$ cat config.mk
export PLATFORM = sky130hd
export DESIGN_NAME = game_move_sequencer_flat
export DESIGN_NICKNAME = d
export VERILOG_FILES = /design/src/rtl/game_pkg.sv /design/src/rtl/game_move_sequencer_if.sv /design/src/rtl/move_fifo.sv /design/src/rtl/game_move_sequencer.sv /design/src/flat_wrapper.sv
export SDC_FILE = /design/constraint.sdc
export NUM_CORES = 1
export LEC_CHECK = 0
export BUFFER_PORTS_ARGS = -buffer_cell sky130_fd_sc_hd__buf_2
export CORE_ASPECT_RATIO = 2
export CORE_UTILIZATION = 55
export DETAILED_ROUTE_END_ITERATION = 7
export GPL_ROUTABILITY_DRIVEN = 0
export PLACE_DENSITY = 0.72
export SLEW_MARGIN = 20
export SYNTH_ARGS = -nofsm -noshare
export SYNTH_HDL_FRONTEND = slang
export SYNTH_SLANG_ARGS = --single-unit
$ cat constraint.sdc
create_clock -name clock -period 2.75 [get_ports clock]
set_clock_uncertainty 0.2 [all_clocks]
set_input_delay 0.1375 -clock clock [delete_from_list [all_inputs] [get_ports clock]]
set_output_delay 0.1375 -clock clock [all_outputs]
set_load 0.03 [all_outputs]
$ cat src/rtl/game_pkg.sv
// Shared types for the scripted-play sequencer: direction codes, outcome
// codes, sequencer states and the direction-to-pulse decode.
package game_pkg;

    typedef enum logic [1:0] {
        DIR_N = 2'd0,
        DIR_S = 2'd1,
        DIR_E = 2'd2,
        DIR_W = 2'd3
    } dir_t;

    typedef enum logic [2:0] {
        RES_NONE  = 3'd0,
        RES_WIN   = 3'd1,
        RES_DEAD  = 3'd2,
        RES_EMPTY = 3'd3,
        RES_LIMIT = 3'd4
    } result_t;

    typedef enum logic [2:0] {
        ST_IDLE,
        ST_RST_GAME,
        ST_ISSUE,
        ST_WAIT,
        ST_DONE
    } seq_state_t;

    // Returns {n,s,e,w} with exactly one bit set.
    function automatic logic [3:0] dir_onehot(input dir_t dir);
        logic [3:0] oh;
        case (dir)
            DIR_N:   oh = 4'b1000;
            DIR_S:   oh = 4'b0100;
            DIR_E:   oh = 4'b0010;
            default: oh = 4'b0001;
        endcase
        return oh;
    endfunction

endpackage

$ cat src/rtl/game_move_sequencer_if.sv
// Host command channel: valid/ready handshake carrying one direction code.
interface game_move_sequencer_if;
    import game_pkg::*;

    logic cmd_valid;
    logic cmd_ready;
    dir_t cmd_dir;

    modport master (output cmd_valid, output cmd_dir, input cmd_ready);
    modport slave  (input cmd_valid, input cmd_dir, output cmd_ready);

endinterface

$ cat src/rtl/move_fifo.sv
// Command FIFO. No bypass: head reflects only entries stored at an earlier edge.
// Flush clears the pointers and wins over a push in the same cycle.
module move_fifo #(
    parameter int DEPTH = 8,
    parameter int W     = 2
) (
    input  logic         clock,
    input  logic         R,
    input  logic         push,
    input  logic         pop,
    input  logic         flush,
    input  logic [W-1:0] wdata,
    output logic [W-1:0] rdata,
    output logic         full,
    output logic         empty
);
    localparam int AW = $clog2(DEPTH);
    localparam int CW = AW + 1;

    logic [W-1:0]  mem [DEPTH];
    logic [AW-1:0] wr_ptr;
    logic [AW-1:0] rd_ptr;
    logic [CW-1:0] count;
    logic          do_push;
    logic          do_pop;

    assign full    = (count == CW'(DEPTH));
    assign empty   = (count == '0);
    assign do_push = push && !full;
    assign do_pop  = pop && !empty;
    assign rdata   = mem[rd_ptr];

    // Storage write; suppressed when the same cycle flushes.
    always_ff @(posedge clock) begin
        if (do_push && !flush) begin
            mem[wr_ptr] <= wdata;
        end
    end

    // Pointer and occupancy tracking; pointers wrap naturally at DEPTH.
    always_ff @(posedge clock) begin
        if (R || flush) begin
            wr_ptr <= '0;
            rd_ptr <= '0;
            count  <= '0;
        end else begin
            if (do_push) wr_ptr <= wr_ptr + AW'(1);
            if (do_pop)  rd_ptr <= rd_ptr + AW'(1);
            case ({do_push, do_pop})
                2'b10:   count <= count + CW'(1);
                2'b01:   count <= count - CW'(1);
                default: ;
            endcase
        end
    end

endmodule

$ cat src/rtl/game_move_sequencer.sv
// Scripted-play controller: resets the game, replays buffered directions one
// pulse per move with a fixed gap, and stops on win, death, limit or empty.
//
//   state       | meaning
//   ------------+------------------------------------------------------
//   ST_IDLE     | after reset, waiting for start
//   ST_RST_GAME | one cycle holding game_R high
//   ST_ISSUE    | one cycle driving the head direction, popping it
//   ST_WAIT     | gap countdown, watching win/d every cycle
//   ST_DONE     | outcome latched in result, waiting for start
module game_move_sequencer
    import game_pkg::*;
#(
    parameter int DEPTH     = 8,
    parameter int GAP       = 2,
    parameter int MAX_MOVES = 15,
    parameter int CNT_W     = 4
) (
    input  logic                 clock,
    input  logic                 R,
    game_move_sequencer_if.slave cmd,
    input  logic                 flush,
    input  logic                 start,
    output logic                 game_R,
    output logic                 n,
    output logic                 s,
    output logic                 e,
    output logic                 w,
    input  logic                 win,
    input  logic                 d,
    output logic                 busy,
    output logic                 done,
    output logic [2:0]           result,
    output logic [CNT_W-1:0]     move_count
);
    localparam int GW = (GAP > 1) ? $clog2(GAP) : 1;

    seq_state_t       state_q, state_d;
    result_t          res_q, res_d;
    logic [GW-1:0]    gap_q;
    logic [CNT_W-1:0] mc_q;
    logic             idle_or_done;
    logic             fifo_pop;
    logic             fifo_full;
    logic             fifo_empty;
    logic [1:0]       head;
    logic [3:0]       dir_oh;

    assign idle_or_done = (state_q == ST_IDLE) || (state_q == ST_DONE);

    move_fifo #(.DEPTH(DEPTH), .W(2)) u_fifo (
        .clock (clock),
        .R     (R),
        .push  (cmd.cmd_valid),
        .pop   (fifo_pop),
        .flush (flush && idle_or_done),
        .wdata (cmd.cmd_dir),
        .rdata (head),
        .full  (fifo_full),
        .empty (fifo_empty)
    );

    assign cmd.cmd_ready = !fifo_full;
    assign {n, s, e, w}  = dir_oh;
    assign result        = res_q;
    assign move_count    = mc_q;

    // State register.
    always_ff @(posedge clock) begin
        if (R) state_q <= ST_IDLE;
        else   state_q <= state_d;
    end

    // Next state and the outcome it latches.
    always_comb begin
        state_d = state_q;
        res_d   = res_q;
        case (state_q)
            ST_IDLE, ST_DONE: begin
                if (start) begin
                    state_d = ST_RST_GAME;
                    res_d   = RES_NONE;
                end
            end
            ST_RST_GAME: begin
                if (fifo_empty) begin
                    state_d = ST_DONE;
                    res_d   = RES_EMPTY;
                end else begin
                    state_d = ST_ISSUE;
                end
            end
            ST_ISSUE: state_d = ST_WAIT;
            ST_WAIT: begin
                if (win) begin
                    state_d = ST_DONE;
                    res_d   = RES_WIN;
                end else if (d) begin
                    state_d = ST_DONE;
                    res_d   = RES_DEAD;
                end else if (gap_q == '0) begin
                    if (mc_q == CNT_W'(MAX_MOVES)) begin
                        state_d = ST_DONE;
                        res_d   = RES_LIMIT;
                    end else if (fifo_empty) begin
                        state_d = ST_DONE;
                        res_d   = RES_EMPTY;
                    end else begin
                        state_d = ST_ISSUE;
                    end
                end
            end
            default: state_d = ST_IDLE;
        endcase
    end

    // Outcome, move counter and gap down-counter.
    always_ff @(posedge clock) begin
        if (R) begin
            res_q <= RES_NONE;
            mc_q  <= '0;
            gap_q <= '0;
        end else begin
            res_q <= res_d;
            if (idle_or_done && start)  mc_q <= '0;
            else if (state_q == ST_ISSUE) mc_q <= mc_q + CNT_W'(1);
            if (state_q == ST_ISSUE)
                gap_q <= GW'(GAP - 1);
            else if (state_q == ST_WAIT && gap_q != '0)
                gap_q <= gap_q - GW'(1);
        end
    end

    // Moore outputs; direction pulses are killed while R is high.
    always_comb begin
        dir_oh   = 4'b0000;
        fifo_pop = 1'b0;
        game_R   = R || (state_q == ST_RST_GAME);
        busy     = !idle_or_done;
        done     = (state_q == ST_DONE);
        if (state_q == ST_ISSUE && !R) begin
            dir_oh   = dir_onehot(dir_t'(head));
            fifo_pop = 1'b1;
        end
    end

endmodule

$ cat src/flat_wrapper.sv
// flat-port wrapper written by rule: the top's interface ports become plain ports
module game_move_sequencer_flat import game_pkg::*;
#(
    parameter int DEPTH     = 8,
    parameter int GAP       = 2,
    parameter int MAX_MOVES = 15,
    parameter int CNT_W     = 4
)
  (clock, R, flush, start, game_R, n, s, e, w, win, d, busy, done, result, move_count, cmd_cmd_valid, cmd_cmd_dir, cmd_cmd_ready);
  game_move_sequencer_if cmd_i ();
  input  logic clock;
  input  logic R;
  input  logic flush;
  input  logic start;
  output logic game_R;
  output logic n;
  output logic s;
  output logic e;
  output logic w;
  input  logic win;
  input  logic d;
  output logic busy;
  output logic done;
  output logic [2:0] result;
  output logic [CNT_W-1:0] move_count;
  input wire logic [$bits(cmd_i.cmd_valid)-1:0] cmd_cmd_valid;
  input wire logic [$bits(cmd_i.cmd_dir)-1:0] cmd_cmd_dir;
  output wire logic [$bits(cmd_i.cmd_ready)-1:0] cmd_cmd_ready;
  assign cmd_i.cmd_valid = cmd_cmd_valid;
  assign cmd_i.cmd_dir = cmd_cmd_dir;
  assign cmd_cmd_ready = cmd_i.cmd_ready;
  game_move_sequencer #(.DEPTH(DEPTH), .GAP(GAP), .MAX_MOVES(MAX_MOVES), .CNT_W(CNT_W)) u_core (.clock(clock), .R(R), .cmd(cmd_i), .flush(flush), .start(start), .game_R(game_R), .n(n), .s(s), .e(e), .w(w), .win(win), .d(d), .busy(busy), .done(done), .result(result), .move_count(move_count));
endmodule
# Yosys cells after proc, flatten, opt, wreduce, memory -nomap -nowiden
# Memories as Yosys holds them, arrays and structs flattened. A register that Yosys moved wholly into a read port is not among the register bits.
# Cells that the tools add are included.
dict set report totals {
  output_inout_bits 15
  inputBits 9
  mem_count 1
  mem_bits_rw 16
  reg_bits 21
}
dict set report classes {
  reduce_logical 25
  eq_ne 12
  n_addsub 6
  n_mux 24
}
# memory depth width read_ports rd_ports_with_merged_regs write_ports line_no
set mem_list {}
lappend mem_list {u_core.u_fifo.mem 8 2 1 1 1 move_fifo.sv:20} ;# logic [W-1:0] mem [DEPTH];
# cell count
set ops {}
lappend ops {{$mux 3} 14}
lappend ops {{$pmux 3 s4} 1}
lappend ops {{$pmux 4 s3} 1}
lappend ops {{$pmux 3 s3} 1}
lappend ops {{$add 4x1->4 const B} 2}
lappend ops {{$eq 4x4->1 const B} 2}
lappend ops {{$pmux 4 s2} 1}
lappend ops {{$logic_and 1x1->1} 7}
lappend ops {{$add 3x1->3 const B} 2}
lappend ops {{$eq 3x2->1 const B} 2}
lappend ops {{$logic_not 1->1} 5}
lappend ops {{$mux 1} 5}
lappend ops {{$eq 2x1->1 const B} 2}
lappend ops {{$eq 2x2->1 const B} 2}
lappend ops {{$logic_not 4->1} 1}
lappend ops {{$mux 4} 1}
lappend ops {{$ne 4x4->1 const B} 1}
lappend ops {{$reduce_bool 2->1} 2}
lappend ops {{$reduce_or 2->1} 2}
lappend ops {{$sub 4x1->4 const B} 1}
lappend ops {{$eq 3x1->1 const B} 1}
lappend ops {{$eq 3x3->1 const B} 1}
lappend ops {{$logic_not 3->1} 1}
lappend ops {{$logic_or 1x1->1} 3}
lappend ops {{other kinds (6)} 6}

# Depth between registers and ports, before layout
dict set report logic_depth {
  ltp_word 7
  depth_mapped 11
  depth_no_buf 9
}

# Hierarchy
# Synthesis repeated with hierarchy kept, for this count alone.
dict set report unflattened {
  hier_cells 181
  area_unflattened_um2 1961.9
}
# module cells_each area_each_um2 n_inst seq_area_each_um2
set by_module_without_submodules {}
lappend by_module_without_submodules {move_fifo 101 1291.2 1 740.7}
lappend by_module_without_submodules {game_move_sequencer 80 670.6 1 220.2}

# Least setup slack after synthesis
# OpenSTA, ideal clock, no wires.
dict set report synth_timing {
  kind {flip-flop to flip-flop}
  from {register u_core.u_fifo.count[1]}
  to {register u_core.u_fifo.count[2]}
  arrival_time_ns 2.342
  path_buffers 2
  required_time_ns 2.480
  stages_incl_launch_ff 12
  slack_ns 0.139
  cell_sequence {dfxtp_1 > buf_6 > or4b_1 > buf_2 > nand2_4 > ha_1 > xor2_1 > ha_1 > a21oi_1 > xor2_1 > or3_1 > a21oi_1}
}
dict set report synth_between {
  elab_chain_cells 5
}
# item line_no
set synth_lines {}
lappend synth_lines {{start, declared} move_fifo.sv:23} ;# logic [CW-1:0] count;
lappend synth_lines {{start signal, assigned} move_fifo.sv:50} ;# 2'b10: count <= count + CW'(1);
lappend synth_lines {{start signal, assigned} move_fifo.sv:51} ;# 2'b01: count <= count - CW'(1);
lappend synth_lines {{$eq 4x4->1 *} move_fifo.sv:27} ;# assign full = (count == CW'(DEPTH));
lappend synth_lines {{$logic_not 1->1 *} -}
lappend synth_lines {{via cmd_cmd_ready} flat_wrapper.sv:28} ;# output wire logic [$bits(cmd_i.cmd_ready)-1:0] cmd_cmd_ready;
lappend synth_lines {{$logic_and 1x1->1 *} move_fifo.sv:29} ;# assign do_push = push && !full;
lappend synth_lines {{$eq 2x1->1 or $eq 2x2->1 (tied branches)} move_fifo.sv:49} ;# case ({do_push, do_pop})
lappend synth_lines {{$pmux 4 s2 or $reduce_bool 2->1 (tied branches)} -}
# Mark *: on every way through the listed nets, which the timed path passes. The rest lies on a longest branch.
# A chain may end at the register's enable or synchronous reset.

# Final worst setup path
dict set report layout_timing {
  from {register u_core.u_fifo.count[0]}
  to {register u_core.u_fifo.count[2]}
}
dict set report layout_between {
  elab_chain_cells 5
}
# item line_no
set layout_lines {}
lappend layout_lines {{$eq 4x4->1 or $logic_not 4->1 (tied branches)} {move_fifo.sv:27, move_fifo.sv:28}}
lappend layout_lines {{$logic_not 1->1, on equally long branches} {move_fifo.sv:29, move_fifo.sv:30}}
lappend layout_lines {{$logic_and 1x1->1, on equally long branches} {move_fifo.sv:29, move_fifo.sv:30}}
lappend layout_lines {{$eq 2x1->1 or $eq 2x2->1 (tied branches)} move_fifo.sv:49}
lappend layout_lines {{$pmux 4 s2 or $reduce_bool 2->1 (tied branches)} -}
# Several ways; a longest one is shown, not always the timed one.

==> summary.txt <==
Synth
  – Syn_nets: approximately 190
  – Number of synthesized register bits: 40
  – Synthesized instance count: 176
  – Number of synthesized flops with an enable pin: 16
  – Most used DFF post-synth: dfxtp_1
  – Yosys warns: 0
  – Post-synth ARST share: 0
  – Sequential share of the synthesized area: 0.496
  – Netlist Area Pre-Place: 1940 µm²
  – Post-synthesis cell type count: 47
  – Syn Area/Cell: 11.0 µm²

Worst hold path
  – Hold path start: win
  – Worst hold-check path type: in -> reg

STA
  – Slew Viols, Final: 0
  – RSZ-0062 raised after global routing: false
  – Final setup violation count: 0
  – Hold Fails Final Rpt: 0
  – Tmin final: 2570 ps
  – Slew margin rel.: 0.528
  – Fin Setup TNS: 0 ps
  – Max Freq: 390 MHz
  – Final Cycle Share: 0.933
  – Worst-margin pin slew: 701 ps

Worst setup path
  – Worst Setup SP: u_core.u_fifo.count[0]
  – Worst r2r src: u_core.u_fifo.count[0]
  – Data arrival, critical path: 2590 ps
  – Startpoint types: flop
  – Crit path capture type: flop
  – WP data required: approximately 2800 ps
  – CP max FO: 6
  – CP Class: reg -> reg
  – Reg-to-reg slack, setup: 180 ps

Run status
  – Outcome: completed

Die
  – Core footprint: 3380 µm²
  – Full die area: 3780 µm²
  – Top Ports: 24
  – Initial Util: 0.573
  – Row count: 30
  – Die Ht: 85.9 µm
  – Die X: 44.0 µm

GRT
  – Initial antenna violation count: 0
  – Largest net degree at the start of global routing: 15
  – Gr ovfl total: 0
  – Gr usage total: 0.236
  – Vias in the first global route: 1413
  – Global-route wire length before repair: roughly 6400 µm

Cells and area
  – Antenna Cells: 0
  – Fillers: 286
  – Most frequent cells in the layout: nor2_1, dfxtp_1, buf_2
  – Layout cell share with drive strength beyond 1: 0.261
  – Nets: 225
  – Commonest non-fill, non-tap cell in the layout: nor2_1
  – Syn-to-layout area delta: 17.4%
  – Final Instance Area: between 2000 and 2500 µm²

Clock network
  – Setup Fix Bufs, Post-CTS: 0
  – Clk buf depth: 2
  – Htree depth: 2
  – Clk sinks: 40
  – Clock Latency Late Sink: 300 ps
  – CTS tree: built
  – Clock Tree Root: clkbuf_8
  – CTS buffer count: 5
  – Clk pin slew, worst setup/hold paths: approximately 80 ps

Routing
  – WL final: about 3900 µm
  – Post-route ant nets: 0
  – Routed len/inst: 16.2 µm
  – Via count: between 1k and 1.5k
  – Iter 0 DRT Violations: 25
  – TritonRoute pass-1 iters: 7
  – Residual DRC: 0
  – Via density: 6.02

Pwr
  – Power density over the cells: around 550 nW/µm²
  – Max IR drop VDD: approximately 0.00054 V
  – Leakage power: between 0.0008 and 0.0009 µW

Placed design
  – DP Wirelength: approximately 3100 µm
  – Dpl cell area: between 2000 and 2500 µm²
  – Port-buffer cells: 23

Job
  – Max Cap Viol: 0
[kinds of logic after synthesis]
logic type | synth area share
and+or+nand+nor | 0.224
DFF | 0.496
AOI/OAI and AO/OA | 0.106
xor gates and xnor gates | 0.0407
muxes | 0.0730
buffers and inverters | 0.0220
adders and majority gates | 0.0388
[report_power, final]
part / leakage (µW) / internal, µW / total, µW / switching [µW]
Combinational: 0.000484 / 49.0 / 127 / 78.0
Sequential: 0.000339 / 628 / 639 / 11.6
Clock: 0.0000548 / 273 / 488 / 215
[stage by stage]
stage	setup slack [ps]	hold slack, ps	total power [µW]	utilization	instances
2_1_floorplan	139	36.4	734	-	176
3_3_place_gp	212	214	769	0.620	230
3_5_place_dp	76.1	230	774	0.620	230
4_1_cts	72.2	10.9	1260	0.669	243
5_1_grt	66.8	20.0	1300	0.673	243
6_report	183	24.3	1250	0.673	243
[worst max-delay path, cell delays in order (launching register included)]
cell and delay, ps:
dfxtp_1 390, or4b_4 590, nand2_4 110, ha_2 240, xor2_2 80, ha_1 200, a21oi_1 150, xor2_1 100
or3_1 310, a21oi_1 140
[state kept, by name, summed over array words and instances, names as in the netlist, named ones only]
signal and flops:
u_core.result 3, u_core.gap_q 1, u_core.u_fifo.count 4, u_core.u_fifo.rd_ptr 3
u_core.u_fifo.mem 16, u_core.state_q 3, u_core.move_count 4, u_core.u_fifo.wr_ptr 3
[Yosys cell counts (all sizes together) (4+ instances only)]
master,instances,area share
nand2b,5,0.016
nand3,7,0.021
nor3,6,0.021
o21ai,7,0.018
a21oi,14,0.040
mux2i,4,0.021
buf,5,0.016
edfxtp,16,0.25
dfxtp,24,0.25
nor2,25,0.048
ha,6,0.039
mux4,4,0.047
nand2,10,0.023
xor2,6,0.027
[metal layers]
| metal | up-vias | global-route usage | routed length [µm] |
|---|---|---|---|
| li1 | 713 | - | - |
| met2 | 37 | 0.459 | 2350 |
| met5 | - | 0 | 0 |
| met3 | 10 | 0.0505 | 110 |
| met4 | 0 | 0.102 | 84 |
| met1 | 702 | 0.220 | 1390 |
[timing repair]
action	4_1_cts	5_1_grt
endpoints found under the setup margin	0	1
hold buffers	5	0
endpoints found under the hold margin	21	0
gates resized for setup	0	3
[final cells by class]
class                   count  area (µm²)  area share
well taps                  32        40.0      0.0176
inverters                   2        7.51     0.00330
clock buffers               5        68.8      0.0303
multi-input cells         128         947       0.417
repair buffers             33         203      0.0892
flip-flops and latches     40         961       0.423
clock inverters             3        46.3      0.0204
[worst paths after layout]
path	cells past startpoint	endpoint
worst max-delay path	9	u_core.u_fifo.count[2]
worst min-delay path	3	u_core.result[0]
worst max register to register	9	u_core.u_fifo.count[2]
worst min register to register	1	u_core.result[1]
No activity file was read; power rests on OpenSTA's default activity.
